===== src/rtl/alu_pkg.sv =====
// -----------------------------------------------------------------------------
// alu_pkg
// Shared definitions for the ALU sequencer slice: datapath width, the ALU
// function codes the sequencer needs to recognise, and the sequencer FSM
// state type.
// -----------------------------------------------------------------------------
package alu_pkg;

    localparam int DATA_W = 16;

    localparam logic [3:0] FC_ADD  = 4'b0000;
    localparam logic [3:0] FC_SUB  = 4'b0001;
    localparam logic [3:0] FC_NOT  = 4'b0011;
    localparam logic [3:0] FC_TWOS = 4'b1110;
    localparam logic [3:0] FC_LDI  = 4'b1111;

    typedef enum logic [1:0] {
        IDLE = 2'd0,
        EXEC = 2'd1,
        WB   = 2'd2
    } seq_state_t;

    // Only ADD and SUB are allowed to raise the architectural overflow flag;
    // the ALU may report overflow for other codes but it is not meaningful.
    function automatic logic is_arith(input logic [3:0] func);
        return (func == FC_ADD) || (func == FC_SUB);
    endfunction

endpackage


===== src/rtl/alu_regfile.sv =====
// -----------------------------------------------------------------------------
// alu_regfile
// num_regs x data_width register file for the ALU sequencer.
//   clk      : rising-edge clock
//   reset_n  : synchronous active-low reset, clears every register to zero
//   rs_addr  : read port A index      -> rs_data (combinational)
//   rt_addr  : read port B index      -> rt_data (combinational)
//   dbg_addr : debug read index       -> dbg_data (combinational)
//   we       : write enable
//   wr_addr  : write index
//   wr_data  : write value, stored at the rising edge when we=1
// Reset takes priority over a same-cycle write.
// -----------------------------------------------------------------------------
module alu_regfile
    import alu_pkg::*;
#(
    parameter int data_width = DATA_W,
    parameter int num_regs   = 4
) (
    input  logic                        clk,
    input  logic                        reset_n,
    input  logic [$clog2(num_regs)-1:0] rs_addr,
    input  logic [$clog2(num_regs)-1:0] rt_addr,
    input  logic [$clog2(num_regs)-1:0] dbg_addr,
    output logic [data_width-1:0]       rs_data,
    output logic [data_width-1:0]       rt_data,
    output logic [data_width-1:0]       dbg_data,
    input  logic                        we,
    input  logic [$clog2(num_regs)-1:0] wr_addr,
    input  logic [data_width-1:0]       wr_data
);

    logic [data_width-1:0] regs [num_regs];

    always_ff @(posedge clk) begin
        if (!reset_n) begin
            for (int i = 0; i < num_regs; i++) begin
                regs[i] <= '0;
            end
        end else if (we) begin
            regs[wr_addr] <= wr_data;
        end
    end

    assign rs_data  = regs[rs_addr];
    assign rt_data  = regs[rt_addr];
    assign dbg_data = regs[dbg_addr];

endmodule


===== src/rtl/alu_sequencer.sv =====
// -----------------------------------------------------------------------------
// alu_sequencer
// Single-issue operand sequencer around an external 16-bit ALU. Accepts one
// instruction per three cycles (IDLE -> EXEC -> WB), reads two source
// registers into the ALU operand registers, captures the ALU result (or the
// immediate for LDI) and writes it back, maintaining a sticky overflow flag.
//   clk, reset_n        : clock, synchronous active-low reset
//   inst_valid/ready    : instruction handshake (ready only in IDLE)
//   inst_func           : ALU FuncCode, 4'b1111 = LDI
//   inst_rs/rt/rd       : source A, source B, destination indices
//   inst_imm            : LDI immediate
//   alu_A/B/FuncCode    : registered ALU inputs
//   alu_C/OverflowFlag  : ALU result and overflow (combinational from inputs)
//   wb_valid/rd/data    : one-cycle retire pulse with destination and value
//   overflow_sticky     : set by any retiring ADD/SUB that overflowed
//   clear_flags         : synchronous clear of overflow_sticky (set wins)
//   dbg_addr/dbg_data   : combinational debug read of the register file
// -----------------------------------------------------------------------------
module alu_sequencer
    import alu_pkg::*;
#(
    parameter int data_width = DATA_W,
    parameter int num_regs   = 4
) (
    input  logic                        clk,
    input  logic                        reset_n,
    input  logic                        inst_valid,
    output logic                        inst_ready,
    input  logic [3:0]                  inst_func,
    input  logic [$clog2(num_regs)-1:0] inst_rs,
    input  logic [$clog2(num_regs)-1:0] inst_rt,
    input  logic [$clog2(num_regs)-1:0] inst_rd,
    input  logic [data_width-1:0]       inst_imm,
    output logic [data_width-1:0]       alu_A,
    output logic [data_width-1:0]       alu_B,
    output logic [3:0]                  alu_FuncCode,
    input  logic [data_width-1:0]       alu_C,
    input  logic                        alu_OverflowFlag,
    output logic                        wb_valid,
    output logic [$clog2(num_regs)-1:0] wb_rd,
    output logic [data_width-1:0]       wb_data,
    output logic                        overflow_sticky,
    input  logic                        clear_flags,
    input  logic [$clog2(num_regs)-1:0] dbg_addr,
    output logic [data_width-1:0]       dbg_data
);

    localparam int idx_w = $clog2(num_regs);

    seq_state_t            state;
    seq_state_t            state_next;
    logic                  accept;
    logic [data_width-1:0] rs_data;
    logic [data_width-1:0] rt_data;
    logic [idx_w-1:0]      rd_q;
    logic [data_width-1:0] imm_q;
    logic                  is_ldi_q;
    logic                  ovf_q;

    alu_regfile #(
        .data_width (data_width),
        .num_regs   (num_regs)
    ) u_regfile (
        .clk      (clk),
        .reset_n  (reset_n),
        .rs_addr  (inst_rs),
        .rt_addr  (inst_rt),
        .dbg_addr (dbg_addr),
        .rs_data  (rs_data),
        .rt_data  (rt_data),
        .dbg_data (dbg_data),
        .we       (wb_valid),
        .wr_addr  (wb_rd),
        .wr_data  (wb_data)
    );

    // State register
    always_ff @(posedge clk) begin
        if (!reset_n) begin
            state <= IDLE;
        end else begin
            state <= state_next;
        end
    end

    // Next-state and handshake/retire outputs
    always_comb begin
        state_next = state;
        inst_ready = 1'b0;
        wb_valid   = 1'b0;
        case (state)
            IDLE: begin
                inst_ready = 1'b1;
                if (inst_valid) begin
                    state_next = EXEC;
                end
            end
            EXEC: begin
                state_next = WB;
            end
            WB: begin
                wb_valid   = 1'b1;
                state_next = IDLE;
            end
            default: begin
                state_next = IDLE;
            end
        endcase
    end

    assign accept = inst_valid & inst_ready;

    // Issue stage: operands are read at the accept edge, which is always after
    // the previous write-back, so there is no read-after-write hazard.
    always_ff @(posedge clk) begin
        if (!reset_n) begin
            alu_A        <= '0;
            alu_B        <= '0;
            alu_FuncCode <= '0;
            rd_q         <= '0;
            imm_q        <= '0;
            is_ldi_q     <= 1'b0;
        end else if (accept) begin
            alu_A        <= rs_data;
            alu_B        <= rt_data;
            alu_FuncCode <= inst_func;
            rd_q         <= inst_rd;
            imm_q        <= inst_imm;
            is_ldi_q     <= (inst_func == FC_LDI);
        end
    end

    // Execute stage: the result register doubles as wb_data, so it holds its
    // value until the next instruction reaches EXEC.
    always_ff @(posedge clk) begin
        if (!reset_n) begin
            wb_rd   <= '0;
            wb_data <= '0;
            ovf_q   <= 1'b0;
        end else if (state == EXEC) begin
            wb_rd   <= rd_q;
            wb_data <= is_ldi_q ? imm_q : alu_C;
            ovf_q   <= is_arith(alu_FuncCode) & alu_OverflowFlag & ~is_ldi_q;
        end
    end

    // Write-back: a retiring overflow beats a same-cycle clear request
    always_ff @(posedge clk) begin
        if (!reset_n) begin
            overflow_sticky <= 1'b0;
        end else if (wb_valid && ovf_q) begin
            overflow_sticky <= 1'b1;
        end else if (clear_flags) begin
            overflow_sticky <= 1'b0;
        end
    end

endmodule


===== config.mk =====
export PLATFORM = sky130hd
export DESIGN_NAME = alu_sequencer
export DESIGN_NICKNAME = d
export VERILOG_FILES = /design/src/rtl/alu_pkg.sv /design/src/rtl/alu_regfile.sv /design/src/rtl/alu_sequencer.sv
export SDC_FILE = /design/constraint.sdc
export NUM_CORES = 1
export LEC_CHECK = 0
export BUFFER_PORTS_ARGS = -buffer_cell sky130_fd_sc_hd__buf_2
export CORE_MARGIN = 8
export CORE_UTILIZATION = 50
export DETAILED_ROUTE_END_ITERATION = 16
export GPL_TIMING_DRIVEN = 1
export PLACE_DENSITY_LB_ADDON = 0.2
export SYNTH_ARGS = -nofsm -noshare
export SYNTH_HDL_FRONTEND = slang
export SYNTH_SLANG_ARGS = --single-unit

===== constraint.sdc =====
create_clock -name clk -period 2.2 [get_ports clk]
set_clock_uncertainty 0.05 [all_clocks]
set_input_delay 0 -clock clk [delete_from_list [all_inputs] [get_ports clk]]
set_output_delay 0 -clock clk [all_outputs]
set_load 0.02 [all_outputs]

=== Yosys cells after proc, flatten, opt, wreduce, memory -nomap -nowiden ===
Memory sizes are Yosys's and may differ from the RTL's. A register that Yosys moved wholly into a read port is not among the register bits.
Index checks and enable logic that the tools add are counted.

* Reductions and logical operators: 8
* Eq/ne operators: 5
* Bitwise operators: 4
* Multiplexer cells: 14

{| class="wikitable"
|+ Operators by type and width
! cell !! count
|-
| 16-bit 2-to-1 mux || 2
|-
| 16-bit OR reduction || 1
|-
| 1-bit 2-to-1 mux || 9
|-
| 4-bit by 1-bit equality test with 1-bit output, second input constant || 1
|-
| 4-bit equality test, second input constant || 1
|-
| 4-bit zero test || 1
|-
| 2-bit 2-to-1 mux || 2
|-
| 2-bit one-hot mux with 2 select lines || 1
|-
| 1-bit AND || 3
|-
| 2-bit by 1-bit equality test with 1-bit output, second input constant || 1
|-
| 2-bit equality test, second input constant || 1
|-
| 1-bit zero test || 2
|-
| 2-bit zero test || 1
|-
| 2-bit != test, second input constant || 1
|-
| 2-bit nonzero test || 1
|-
| 1-bit logical AND || 1
|-
| 1-bit logical OR || 1
|-
| 1-bit NOT || 1
|}

* RAM bits: 64
* Bits of input ports: 49
* Flip-flop bits (word level): 45
* Memories: 1
* Logic and storage cells: 41
* Output and inout port bits: 73

{| class="wikitable"
|+ Memory list
! memory !! words !! width !! rd ports !! clocked after Yosys merged registers in !! write ports !! line !! source
|-
| u_regfile.regs || 4 || 16 || 3 || 2 || 4 || alu_regfile.sv:33 || <nowiki>logic [data_width-1:0] regs [num_regs];</nowiki>
|}

=== Depth between registers and ports, before layout ===
* Depth after elaboration: 7
* Gate-level depth with buffers: 5
* Depth with buffers taken out: 4

=== Modules after synthesis ===
Synthesis repeated with hierarchy kept, for this count alone.

* Cell total of the unflattened synthesis: 546
* Area total of the unflattened synthesis: 6635.1 um^2

{| class="wikitable"
|+ By module, submodules not included
! module !! area an instance (um^2) !! seq. area each (um^2) !! cells each !! times used
|-
| alu_regfile || 3696.0 || 1921.8 || 206 || 1
|-
| alu_sequencer || 2939.1 || 1541.5 || 340 || 1
|}

=== Worst setup path before layout ===
Ideal clock, no wire load.

* Kind: reg-to-reg
* From: reg wb_rd[1]
* To: mem u_regfile.regs[2][0] (netlist name) (enable)
* Arrival time: 1912 ps
* Setup slack: -173 ps
* Buffers on the path: 0
* Stages on the path, launching flop included: 3
* Required time: 1739 ps
* Cells stage by stage: dfxtp_1 -> nand2b_1 -> o21ai_0

{| class="wikitable"
|+ RTL lines
! element !! line !! source
|-
| start, declared || alu_sequencer.sv:40 || <nowiki>output logic [$clog2(num_regs)-1:0] wb_rd,</nowiki>
|-
| start signal, assigned || alu_sequencer.sv:141 || <nowiki>wb_rd <= rd_q;</nowiki>
|-
| end, declared || alu_regfile.sv:33 ||
|}

=== Worst setup path in the final report ===
* From: reg state[1]
* To: out wb_valid

* Cells in the longest elaborated chain, start to end: 2

{| class="wikitable"
|+ Ends and longest elaborated chain
! element !! line !! source
|-
| start, declared || alu_sequencer.sv:50 || <nowiki>seq_state_t state;</nowiki>
|-
| start signal, assigned || alu_sequencer.sv:82 || <nowiki>state <= state_next;</nowiki>
|-
| 2-bit equality test || alu_sequencer.sv:91 || <nowiki>case (state)</nowiki>
|-
| 1-bit 2-to-1 mux || alu_sequencer.sv:91 ||
|-
| end, declared || alu_sequencer.sv:39 || <nowiki>output logic wb_valid,</nowiki>
|}

Every way passes these cells.

==> flow_summary.yaml <==
clocking:
  clkTransAtPathRegs_ps: 60
  htreeDepth: 4
  cts.path.max_buffers: 2
  cts_setup_buffers: 0
  insertion_delay_ps: 420
  cts_resized: 0
  numCtsBuffers: 17
  root_buffer: "clkbuf_16"
  cts_num_sinks: 141
  cts_tree: "yes"
global_route:
  antenna_found_initial: 0
  grt_overflow: 0
  grt_usage_pct: 18.43
  grt_max_degree: 52
  grt_pass1_vias: 4540
  grt_first_pass_wirelength_um: 23930
status:
  outcome: "complete, no violations"
die:
  core_area_mm2: 0.01303
  fp.dieH_um: 130.6
  initial_core_util_pct: 50.36
  pin_count: 122
  rows: 42
  dieArea_mm2: 0.01705
  dieWidth_um: 130.6
sta:
  hold_slack_ps: 32.27
  period_share_pct: 83.95
  rsz0062_at_grt: "false"
  tightest_slew_ps: 769.2
  finalHoldViolCount: 0
  setup_viol_count_final: 0
  fmaxAchievable_mhz: 541.5
  slew_violations: 0
  fin_crit_ps: 1847
  relSlewSlack_pct: 48.72
  fin_tns_setup_ps: 0
placed_design:
  place_inst: 777
  port_buffers: 121
  post-dp-hpwl_um: 10540
  place_congestion: 0.7448
worst_setup_path:
  crit_fanout: 18
  start_kind: "flip-flop"
  crit_slowest_cell: "dfxtp_1"
  endpoint_kind: "output port"
  max_stage_delay_ps: 490
  critPathKind: "flip-flop to output port"
  reg2regPathDepth: 3
  crit_required_ps: 2150
  critPathArrivalTime_ps: 1800
  crit_chain: "nand2b_1, inv_1, buf_2"
cells_and_area:
  antenna_cells: 0
  area_delta_synth_final_pct: 24.36
  drive_above_1_share_pct: 31.95
  final-instance-count-excl-fill: 849
  nets: 709
  postLayoutCoreUtil_pct: 62.63
  fillers: 1031
yosys:
  mappedNetlistNets: 562
  synth_cell_type_count: 32
  ys_seq_area_share_pct: 52.76
  yosysWarnings: 0
  syn_area_per_cell_um2: 12.79
  syn_inst: 513
  syn_area_mm2: 0.006564
  ys_ff_latch: 141
power:
  pwr-share-clk_pct: 40.8
  p_per_area_mw_per_mm2: 769.7
  p_comb_share_pct: 11.8
  intPower_mw: 4.737
  p_leak_nw: 3.421
  p_seq_share_pct: 47.3
  power_switching_mw: 1.546
  vdd.ir_drop.worst_v: 0.0004996
  p_sw_share_pct: 24.60
  total_power_mw: 6.283
run:
  max_cap_viol_count: 0
detailed_routing:
  vias_per_cell: 5.305
  ant_nets: 0
  routed_wl_um: 14840
  drt_iter0_markers: 326
  wl_per_cell_um: 17.48
  drc_errors: 0
  vias: 4504
  dr.pass1.iters: 4
min_path:
  min_path_type: "input pin to flip-flop"
  min_delay_path_depth: 3
-- final timing paths --
kind              startpoint  slack [ps]  endpoint
hold reg to reg     imm_q[6]         400  imm_q[6]
setup reg to reg    state[1]         580  imm_q[0]
setup / recovery    state[1]         350  wb_valid
hold / removal    inst_valid          30  state[0]
-- power by group through the flow --
| stage | clock network (mW) | registers [mW] | logic [mW] |
|---|---|---|---|
| 3_5_place_dp | 0 | 3.03 | 0.695 |
| 4_1_cts | 2.62 | 2.97 | 0.750 |
| 6_report | 2.57 | 2.97 | 0.744 |
| 2_1_floorplan | 0 | 3.07 | 0.431 |
| 3_3_place_gp | 0 | 3.02 | 0.683 |
| 5_1_grt | 2.75 | 2.99 | 0.804 |
-- sequential cells by signal, summed over array words and instances (netlist names) --
signal / count
alu_A: 16
alu_B: 16
alu_FuncCode: 4
imm_q: 16
is_ldi_q: 1
overflow_sticky: 1
ovf_q: 1
rd_q: 2
state: 2
u_regfile.regs: 64
wb_data: 16
wb_rd: 2
-- worst max-delay path, delay by kind of cell (launching register included) --
family | cells | cell delay (ps)
buffers and inverters | 2 | 730
flip-flops | 1 | 490
AND/OR/NAND/NOR | 1 | 150
-- cells by family (layout without fill, tap and decap cells) --
family	Yosys count	count (layout)	share of synthesized area, %
simple gates	184	184	14.32
flops	141	141	52.76
mux	64	64	18.91
compound gates	77	77	9.912
buf+inv	47	207	4.098
-- layout by cell type, fill, tap and decap left out, types with 17 or more instances in the layout --
cell type / count
a21boi_1: 23
edfxtp_1: 64
buf_2: 121
and2_1: 50
dfxtp_1: 77
mux4_2: 48
nand2_1: 100
dlygate4sd3_1: 40
o2bb2ai_1: 32
clkbuf_16: 17
-- synth_stat cells (all sizes together) --
| master | count | share of area, % |
|---|---|---|
| a21boi | 26 | 3.0 |
| a21oi | 1 | 0.076 |
| and2 | 50 | 4.8 |
| and3 | 16 | 1.5 |
| and4 | 1 | 0.13 |
| buf | 35 | 3.4 |
| clkbuf | 11 | 0.67 |
| dfxtp | 77 | 23 |
| edfxtp | 64 | 29 |
| inv | 1 | 0.057 |
| mux2i | 16 | 2.4 |
| mux4 | 48 | 16 |
| nand2 | 100 | 5.7 |
| nand2b | 5 | 0.48 |
| nand3 | 1 | 0.076 |
| nand3b | 1 | 0.31 |
| nor2 | 2 | 0.15 |
| nor2b | 3 | 0.29 |
| nor3 | 1 | 0.25 |
| nor3b | 2 | 0.40 |
| nor4 | 1 | 0.095 |
| o211a | 16 | 2.4 |
| o21ai | 2 | 0.15 |
| o2bb2ai | 32 | 4.3 |
| or3b | 1 | 0.13 |
-- metrics by stage --
| step | worst slack [ps] | area (um2) |
|---|---|---|
| after CTS | 330.9 | 8163 |
| after detailed placement | 572.6 | 7229 |
| final | 353.1 | 8163 |
| after global routing | 192.3 | 8163 |
| after floorplan | 255.9 | 6564 |
| after global placement | 688.8 | 7229 |
-- per-layer routing --
metal  vias up  wire [um]  track usage [%]
met5         -          0                0
met4         0        139            5.874
met3        10       1412            6.940
met2       169       6850            28.65
met1      2131       6436            23.41
li1       2194          -                -
-- what timing repair did --
item / CTS / global route
hold endpoints to repair: 41 / 0
hold buffers: 40 / 0
endpoints found under the setup margin: 0 / 0
-- layout make-up --
class / instances / area, um2 / share of cell area [%]
sequential: 141 / 3463 / 42.43
multi-input combinational: 325 / 2839 / 34.78
timing repair buffer: 174 / 1104 / 13.52
clock buffer: 18 / 429.2 / 5.258
tap: 176 / 220.2 / 2.698
clock inverter: 14 / 103.9 / 1.272
inverter: 1 / 3.754 / 0.04598
(Power assumes the default switching activity.)
